--- src/rtl/clk_div_sequencer.sv ---
`default_nettype none
// ============================================================================
// Module      : clk_div_sequencer
// Description : Programmable divided-clock generator with start/stop/drain
//               sequencing and a glitch-free divisor update handshake.
//               Optional burst mode is enabled by defining CLKDIV_BURST_EN.
// Revision    : 1.0 - initial release
// ============================================================================
module clk_div_sequencer #(
  parameter int CNT_W       = 28,
  parameter int DEFAULT_DIV = 4,
  parameter int MIN_DIV     = 2
) (
  input  logic             clock_in,
  input  logic             rstn,
  input  logic             start,
  input  logic             stop,
  input  logic [CNT_W-1:0] cfg_div,
  input  logic             cfg_valid,
`ifdef CLKDIV_BURST_EN
  input  logic [15:0]      burst_len,
`endif
  output logic             cfg_ready,
  output logic             cfg_err,
  output logic [CNT_W-1:0] cur_div,
  output logic             clock_out,
  output logic             tick,
  output logic             busy
);

  typedef enum logic [1:0] {
    S_IDLE  = 2'd0,
    S_RUN   = 2'd1,
    S_DRAIN = 2'd2
  } state_t;

  localparam logic [CNT_W-1:0] C_DEFAULT_DIV = CNT_W'(DEFAULT_DIV);
  localparam logic [CNT_W-1:0] C_MIN_DIV     = CNT_W'(MIN_DIV);
  localparam logic [CNT_W-1:0] C_ONE         = CNT_W'(1);

  state_t           r_state,    w_state_nxt;
  logic [CNT_W-1:0] r_cnt,      w_cnt_nxt;
  logic [CNT_W-1:0] r_cur_div,  w_cur_div_nxt;
  logic [CNT_W-1:0] r_pend_div, w_pend_div_nxt;
  logic             r_pending,  w_pending_nxt;
  logic             r_clk_out,  w_clk_out_nxt;
  logic             r_tick,     w_tick_nxt;
  logic             r_cfg_err,  w_cfg_err_nxt;

  logic w_xfer;
  logic w_bad_div;
  logic w_wrap;
  logic w_burst_done;

  assign cfg_ready = ~r_pending;
  assign w_xfer    = cfg_valid & cfg_ready;
  assign w_bad_div = (cfg_div < C_MIN_DIV);
  assign w_wrap    = (r_cnt == (r_cur_div - C_ONE));

`ifdef CLKDIV_BURST_EN
  // Ticks emitted since RUN was entered from IDLE; a zero length means unbounded.
  logic [15:0] r_burst_len;
  logic [15:0] r_burst_cnt;

  assign w_burst_done = (r_burst_len != 16'd0) && (r_burst_cnt == r_burst_len);

  always_ff @(posedge clock_in) begin
    if (!rstn) begin
      r_burst_len <= 16'd0;
      r_burst_cnt <= 16'd0;
    end else if (r_state == S_IDLE && start) begin
      r_burst_len <= burst_len;
      r_burst_cnt <= 16'd1;
    end else if (r_state == S_RUN && w_wrap &&
                 r_burst_len != 16'd0 && r_burst_cnt != r_burst_len) begin
      r_burst_cnt <= r_burst_cnt + 16'd1;
    end
  end
`else
  assign w_burst_done = 1'b0;
`endif

  always_ff @(posedge clock_in) begin
    if (!rstn) begin
      r_state <= S_IDLE;
    end else begin
      r_state <= w_state_nxt;
    end
  end

  always_comb begin
    w_state_nxt    = r_state;
    w_cnt_nxt      = r_cnt;
    w_cur_div_nxt  = r_cur_div;
    w_pend_div_nxt = r_pend_div;
    w_pending_nxt  = r_pending;
    w_clk_out_nxt  = r_clk_out;
    w_tick_nxt     = 1'b0;
    w_cfg_err_nxt  = w_xfer & w_bad_div;

    // While the clock is running a new divisor waits for the period boundary.
    if (w_xfer && !w_bad_div) begin
      if (r_state == S_IDLE) begin
        w_cur_div_nxt = cfg_div;
      end else begin
        w_pend_div_nxt = cfg_div;
        w_pending_nxt  = 1'b1;
      end
    end

    case (r_state)
      S_IDLE: begin
        if (start) begin
          w_state_nxt   = S_RUN;
          w_cnt_nxt     = '0;
          w_clk_out_nxt = 1'b1;
          w_tick_nxt    = 1'b1;
        end
      end
      S_RUN, S_DRAIN: begin
        if (w_wrap) begin
          w_cnt_nxt = '0;
          if (r_pending) begin
            w_cur_div_nxt = r_pend_div;
            w_pending_nxt = 1'b0;
          end
        end else begin
          w_cnt_nxt = r_cnt + C_ONE;
        end
        w_clk_out_nxt = (w_cnt_nxt < (w_cur_div_nxt >> 1));
        w_tick_nxt    = w_wrap;

        if (r_state == S_RUN) begin
          if (stop || w_burst_done) begin
            w_state_nxt = S_DRAIN;
          end
        end else if (w_wrap) begin
          w_state_nxt   = S_IDLE;
          w_cnt_nxt     = '0;
          w_clk_out_nxt = 1'b0;
          w_tick_nxt    = 1'b0;
        end else if (start) begin
          w_state_nxt = S_RUN;
        end
      end
      default: begin
        w_state_nxt = S_IDLE;
      end
    endcase
  end

  always_ff @(posedge clock_in) begin
    if (!rstn) begin
      r_cnt      <= '0;
      r_cur_div  <= C_DEFAULT_DIV;
      r_pend_div <= '0;
      r_pending  <= 1'b0;
      r_clk_out  <= 1'b0;
      r_tick     <= 1'b0;
      r_cfg_err  <= 1'b0;
    end else begin
      r_cnt      <= w_cnt_nxt;
      r_cur_div  <= w_cur_div_nxt;
      r_pend_div <= w_pend_div_nxt;
      r_pending  <= w_pending_nxt;
      r_clk_out  <= w_clk_out_nxt;
      r_tick     <= w_tick_nxt;
      r_cfg_err  <= w_cfg_err_nxt;
    end
  end

  assign cur_div   = r_cur_div;
  assign clock_out = r_clk_out;
  assign tick      = r_tick;
  assign cfg_err   = r_cfg_err;
  assign busy      = (r_state != S_IDLE);

endmodule
`default_nettype wire

--- config.mk ---
export PLATFORM = sky130hd
export DESIGN_NAME = clk_div_sequencer
export DESIGN_NICKNAME = d
export VERILOG_FILES = /design/src/rtl/clk_div_sequencer.sv
export SDC_FILE = /design/constraint.sdc
export NUM_CORES = 1
export LEC_CHECK = 0
export CAP_MARGIN = 0
export CORE_MARGIN = 4
export CORE_UTILIZATION = 25
export CTS_CLUSTER_SIZE = 14
export DETAILED_ROUTE_END_ITERATION = 16
export PLACE_DENSITY = 0.46
export SETUP_SLACK_MARGIN = 0.1
export SLEW_MARGIN = 20
export SYNTH_ARGS = -nofsm -noshare
export SYNTH_HDL_FRONTEND = slang
export SYNTH_SLANG_ARGS = --single-unit
export TNS_END_PERCENT = 20
--- constraint.sdc ---
create_clock -name clock_in -period 6.5 [get_ports clock_in]
set_clock_uncertainty 0.15 [all_clocks]
set_input_delay 1.95 -clock clock_in [delete_from_list [all_inputs] [get_ports clock_in]]
set_output_delay 1.95 -clock clock_in [all_outputs]
set_load 0.02 [all_outputs]
==> summary.txt, run 1 <==
Drt
  – Detailed Routing Iterations Pass 1: 4
  – DR WL/cell: 18.2 µm
  – Via density: 4.99
  – Antenna-violating nets left: 0
  – Starting DRT DRC Count: 389
  – WL final: approximately 21000 µm
  – Drt drc: 0
  – Via count: slightly below 6000

Min path
  – Hold path depth: 2
  – Hold WC Path Type: register to register

STA
  – Least-Margin Pin Slew: 1.07 ns
  – Max Fclk: 0.178 GHz
  – Worst rel slew slack: 0.287
  – Worst hold slack: 0.313 ns
  – RSZ-0062 raised after global routing: false
  – Shortest period the worst path allows: 5.63 ns
  – Setup violators final: 0
  – Fin. Hold Viols: 0
  – Final TNS setup: 0 ns
  – Period utilization: 0.866
  – Final max-slew violation count: 0

Layout
  – Antenna diodes: 0
  – Area Growth Syn to Fin: 17.4%
  – Final Net Count: 902
  – Share of layout cells above drive strength 1: 0.0795
  – Number of fill cells in the layout: 2860
  – Final core occ: 0.298

Setup path
  – CP Launch Type: input port
  – FF-to-FF path depth: 19
  – CP required: 6.64 ns
  – CP top delay family: simple AND/OR/NAND/NOR gates
  – Crit end category: register
  – CP cell instances: clkdlybuf4s50_1, nor4_1, nand3_1, o211ai_1, buf_4, mux2_2, mux2i_1, ha_1, a21oi_1, nor2b_1, o21ai_0, a21oi_1, or4_1, nor3_1, mux2_2, a2bb2oi_1
  – Crit Path Class: input port to register
  – Critical path's slowest cell: nor4_1
  – CP bufs+invs: 2
  – Crit path largest cell delay: around 0.51 ns
  – WP data arrival: about 5.8 ns
  – CP max FO: 14
  – Critical path depth: 16

Die
  – Initial Util: 0.254
  – DIE WIDTH: 171 µm
  – Core area: 26100 µm²
  – Die Span Y: 171 µm
  – Row Count: 59
  – Die area: 29200 µm²
  – Io pins: 66

Logic synthesis
  – Syn nets: 878
  – Commonest register cell after synthesis: dfxtp_1
  – Post-synthesis instance total: 814
  – Syn avg cell area: 8.16 µm²
  – Synth Register Bits: 90
  – Synth Cell Area: 6640 µm²
  – Count leader, synth: nand2_1
  – Top cell type's share of synthesized area: 0.271
  – Top cells by area, synth: dfxtp_1 (27%), mux2i_1 (13%), ha_1 (5.8%)
  – Cell taking the most area after synthesis: dfxtp_1
  – Distinct cells, synth: 56
  – Number of synthesized flops with an enable pin: 0
  – Synth cell count leaders: nand2_1 (99), dfxtp_1 (90), mux2i_1 (88), nor2_1 (88), clkbuf_1 (49)
  – Synth Warn #: 0
  – Sequential fraction of the synthesis area: 0.271
  – Async S/R FF share, synth: 0

CTS
  – Clock sink count: 90
  – CTS tree: done
  – Total CTS buffers: 9
  – H-tree lvl count: 3
  – Clk_lat worst skew: 0.36 ns
  – CTS resizes: 0
  – Post-CTS Hold Buffers: 0
  – Root buf cell: clkbuf_16
  – Worst-path clk slew: 0.07 ns
  – Bufs on Longest Clock Path: 2
  – Post-CTS Setup Bufs: 0

Global route
  – Number of global-route vias before repair: 5640
  – Initial antenna violation count: 0
  – Grt total ovfl: 0
  – Overall global routing resource usage: 0.147
  – Pin count of the biggest net entering global routing: 43
  – First-pass GRT wire length: 33700 µm

Status
  – Outcome: finished clean

Power and ir drop
  – Switching Power: 0.572 mW
  – Sw Share: 0.352
  – Max VDD drop: 0.160 mV
  – Reg power frac: 0.395
  – Logic pwr share: 0.284
  – Clock Power Share: 0.320
  – Leakage power: 3.43 nW
  – Power density cells: 209 nW/µm²
  – Internal power: around 1.1 mW

Placement
  – HPWL Detailed: 15600 µm
  – GP Congestion: 0.849
  – PortBufs: 65

Run
  – Number of max-cap violations: 0
-- worst register-to-register path, cell delays in order, from the launching register on --
cell,delay (ns)
dfxtp_1,0.40
inv_1,0.09
ha_1,0.23
or3b_1,0.47
nor4_4,0.48
nand3_2,0.18
or3b_1,0.41
a31oi_1,0.32
o2111a_1,0.30
nand2_2,0.51
mux2i_1,0.35
ha_1,0.28
a21oi_1,0.16
nor2b_1,0.06
o21ai_0,0.15
a21oi_1,0.08
or4_1,0.43
nor3_1,0.14
mux2_2,0.17
a2bb2oi_1,0.14
-- placed cells by master, fill, tap and decap left out, drive strengths merged, types with 7 or more instances in the layout --
master,n
a21o,7
a21oi,24
and3,14
buf,13
clkbuf,10
clkdlybuf4s50,64
dfxtp,90
ha,31
inv,16
mux2,30
mux2i,88
nand2,100
nand3,23
nand4,13
nor2,88
nor3,33
nor4,13
nor4b,9
o21ai,18
or4,11
xnor2,44
xor2,33
-- path summary, 6_finish.rpt --
path | slack (ns) | startpoint | endpoint
worst min register to register | 0.31 | r_pend_div[0] | cur_div[0]
worst min-delay path | 0.31 | r_pend_div[0] | cur_div[0]
worst max register to register | 0.93 | cur_div[0] | clock_out
worst max-delay path | 0.87 | cfg_div[7] | clock_out
-- registers in the layout (all words and copies together) (netlist names) --
| register | cells |
|---|---|
| cfg_err | 1 |
| r_state | 2 |
| r_pend_div | 28 |
| r_cnt | 28 |
| r_pending | 1 |
| cur_div | 28 |
| tick | 1 |
| clock_out | 1 |
-- stage by stage --
step | cells | power, mW | setup WS, ns | instance area (µm²)
6_report | 1178 | 1.63 | 0.869 | 7800
5_1_grt | 1178 | 1.71 | 0.568 | 7800
4_1_cts | 1178 | 1.65 | 0.768 | 7800
3_5_place_dp | 1162 | 1.12 | 0.403 | 7520
3_3_place_gp | 1161 | 1.12 | 0.418 | 7510
2_1_floorplan | 814 | 0.948 | 1.00 | 6640
-- cell type report --
class / count / area [µm²] / area share
flip-flops and latches: 90 / 1800 / 0.231
multi-input cells: 647 / 4510 / 0.579
well taps: 335 / 419 / 0.0538
repair buffers: 77 / 736 / 0.0944
clock buffers: 10 / 229 / 0.0294
clock inverters: 6 / 48.8 / 0.00626
inverters: 13 / 48.8 / 0.00626
-- cells by family after synthesis --
family | synth area share
AND/OR/NAND/NOR | 0.250
multiplexers | 0.183
flip-flops | 0.271
AO/OA/AOI/OAI | 0.0859
XOR/XNOR | 0.102
buffers and inverters | 0.0495
adder cells (fa/ha/maj) | 0.0584
-- power groups by stage --
| stage | combinational [mW] | sequential [mW] | clock (mW) |
|---|---|---|---|
| 5_1_grt | 0.507 | 0.648 | 0.557 |
| 3_5_place_dp | 0.463 | 0.655 | 0 |
| 2_1_floorplan | 0.301 | 0.647 | 0 |
| 4_1_cts | 0.465 | 0.643 | 0.538 |
| 6_report | 0.462 | 0.643 | 0.521 |
| 3_3_place_gp | 0.460 | 0.657 | 0 |
-- layer usage --
metal  share of wire  global-route usage
met1            0.51               0.218
met2            0.43               0.224
met3           0.035              0.0176
met4           0.019              0.0434
met5               0                   0
(Power assumes the default switching activity.)
==> inputs of run 2 (changes only) <==
--- a/constraint.sdc
+++ b/constraint.sdc
@@ -4,2 +4,2 @@
 set_output_delay 1.95 -clock clock_in [all_outputs]
-set_load 0.02 [all_outputs]
+set_load 0.05 [all_outputs]
==> results of run 2 <==
The final DEF is identical to that of run 1. Status: finished clean.
Main changes from that run: total power 1.63 mW -> 1.67 mW
==> inputs of run 3 (changes only) <==
- CORE_MARGIN: 4 -> default
==> summary.txt, run 3 (synthesized netlist as in run 1, its figures left out) <==
Status
  – Outcome: finished clean (unchanged)

Setup path
  – Worst Setup SP: cfg_div[6] (was cfg_div[7])
  – CP cell instances: clkdlybuf4s50_1, nor4_1, nand4_1, o211ai_1, buf_4, mux2_2, mux2i_1, ha_1, a21oi_1, nor2b_1, o21ai_0, a21oi_1, or4_1, nor3_1, mux2_2, a2bb2oi_1 (was clkdlybuf4s50_1, nor4_1, nand3_1, o211ai_1, buf_4, mux2_2, mux2i_1, ha_1, a21oi_1, nor2b_1, o21ai_0, a21oi_1, or4_1, nor3_1, mux2_2, a2bb2oi_1)
  – CP bufs+invs: 2 (unchanged)
  – CP max FO: 14 (unchanged)
  – Crit path largest cell delay: 0.48 ns (was 0.51 ns)
  – Crit Path Class: input port to register (unchanged)
  – CP top delay family: simple AND/OR/NAND/NOR gates (unchanged)
  – RR Startpoint: cur_div[0] (unchanged)
  – CP required: 6.64 ns (about the same)
  – CP Launch Type: input port (unchanged)
  – Crit end category: register (unchanged)
  – WP data arrival: 5.81 ns (was 5.77 ns)
  – Critical path's slowest cell: clkdlybuf4s50_1 (was nor4_1)

Placement
  – PortBufs: 65 (unchanged)
  – Placed Area: 7530 µm² (was 7520 µm²)
  – Cell count after placement: 1163 (was 1162)
  – GP Congestion: 0.860 (was 0.849)
  – Pre-CTS WS: 0.350 ns (was 0.403 ns)
  – HPWL Detailed: 15800 µm (was 15600 µm)

CTS
  – CTS tree: done (unchanged)
  – Clock sink count: 90 (unchanged)
  – Root buf cell: clkbuf_16 (unchanged)
  – Worst-path clk slew: 0.07 ns (about the same)
  – Clk_lat worst skew: 0.36 ns (about the same)
  – H-tree lvl count: 3 (unchanged)
  – Post-CTS Hold Buffers: 0 (unchanged)
  – CTS resizes: 0 (unchanged)
  – Total CTS buffers: 9 (unchanged)
  – Bufs on Longest Clock Path: 2 (unchanged)
  – Post-CTS Setup Bufs: 0 (unchanged)

Layout
  – Area Growth Syn to Fin: 18.2% (was 17.4%)
  – Final core occ: 0.301 (was 0.298)
  – Finished Cell Area: 7850 µm² (was 7800 µm²)
  – Commonest non-fill, non-tap cells in the layout: nand2_1 (99), dfxtp_1 (90), nor2_1 (88), mux2i_1 (87), clkdlybuf4s50_1 (64) (unchanged)
  – Multi-input logic area: 4510 µm² (unchanged)
  – Antenna diodes: 0 (unchanged)
  – Final Instance Count excl. Fillers: 1178 (unchanged)
  – Most common cell after layout, fill and taps aside: nand2_1 (unchanged)
  – Number of fill cells in the layout: 2780 (was 2860)
  – Final Net Count: 903 (was 902)
  – Storage cell area: 1800 µm² (unchanged)
  – Share of layout cells above drive strength 1: 0.0807 (was 0.0795)

Global route
  – M2 GR Usage: 0.248 (was 0.224)
  – Routing usage on met3: 0.0234 (was 0.0176)
  – Pin count of the biggest net entering global routing: 47 (was 43)
  – Initial antenna violation count: 0 (unchanged)
  – Overall global routing resource usage: 0.162 (was 0.147)
  – Most used routing layer: met2 (unchanged)
  – Grt total ovfl: 0 (unchanged)
  – First-pass GRT wire length: 33300 µm (was 33700 µm)
  – Met1 Use GR: 0.234 (was 0.218)
  – Number of global-route vias before repair: 5533 (was 5640)

STA
  – Setup violators final: 0 (unchanged)
  – Least-Margin Pin Slew: 1.03 ns (was 1.07 ns)
  – Worst rel slew slack: 0.311 (was 0.287)
  – Fin. Hold Viols: 0 (unchanged)
  – Final max-slew violation count: 0 (unchanged)
  – Worst path setup slack after routing: 0.833 ns (was 0.869 ns)
  – RSZ-0062 raised after global routing: false (unchanged)
  – Shortest period the worst path allows: 5.67 ns (was 5.63 ns)
  – Period utilization: 0.872 (was 0.866)
  – Final TNS setup: 0 ns (unchanged)
  – Max Fclk: 0.176 GHz (was 0.178 GHz)

Drt
  – Via count: 5761 (was 5884)
  – WL final: 21100 µm (was 21500 µm)
  – Antenna-violating nets left: 0 (unchanged)
  – Drt drc: 0 (unchanged)
  – Via density: 4.89 (was 4.99)
  – DR WL/cell: 17.9 µm (was 18.2 µm)
  – Starting DRT DRC Count: 338 (was 389)
  – Detailed Routing Iterations Pass 1: 4 (unchanged)

Die
  – Die area: 27200 µm² (was 29200 µm²)
  – DIE WIDTH: 165 µm (was 171 µm)
  – Die Span Y: 165 µm (was 171 µm)
  – Initial Util: 0.255 (was 0.254)
  – Row Count: 59 (unchanged)
  – Core area: 26100 µm² (about the same)
  – Io pins: 66 (unchanged)

Run
  – Number of max-cap violations: 0 (unchanged)

Power and ir drop
  – Max VDD drop: 0.134 mV (was 0.160 mV)
  – Power density cells: 222 nW/µm² (was 214 nW/µm²)
  – Leakage power: 3.46 nW (was 3.43 nW)

Min path
  – Hold Startpoint: r_pend_div[0] (unchanged)
  – Hold WC Path Type: register to register (unchanged)
==> run 3: changes by cell type in the layout (fill, tap and decap cells not counted) <==
cell        change
bufinv_16       +2
clkinvlp_4      -3
buf_4           +1
inv_6           +1
clkbuf_1        -1
==> run 3: metrics by stage <==
| step | hold slack, ns | total power, mW |
|---|---|---|
| after floorplan | 0.284 | 0.993 |
| after global placement | 0.303 | 1.17 |
| after detailed placement | 0.309 | 1.17 |
| after CTS | 0.319 | 1.76 |
| after global routing | 0.340 | 1.83 |
| final | 0.326 | 1.74 |
==> run 3: final cells by class <==
type / instances / share of cell area
multi-input combinational: 647 / 0.575
sequential: 90 / 0.230
timing repair buffer: 78 / 0.0947
tap: 335 / 0.0534
clock buffer: 9 / 0.0287
clock inverter: 6 / 0.0121
inverter: 13 / 0.00622
==> run 3: final timing paths <==
kind | depth (start not counted) | to | slack, ns
max | 16 | clock_out | 0.83
min | 2 | cur_div[0] | 0.33
max reg2reg | 19 | clock_out | 0.93
min reg2reg | 2 | cur_div[0] | 0.33
==> run 3: worst min-delay path, stage by stage, from the launching register on <==
cell and delay, ns:
dfxtp_1 0.32, nand2_1 0.05, mux2i_1 0.06
==> run 3: power breakdown <==
part / internal, mW / switching (mW)
combinational: 0.207 / 0.304
clock: 0.341 / 0.250
sequential: 0.584 / 0.0575
total: 1.13 / 0.612
==> run 3: layer usage <==
layer,vias to the layer above,routed length [µm]
met5,-,0
met4,0,294
met3,15,631
met2,107,9300
met1,2711,10900
li1,2928,-
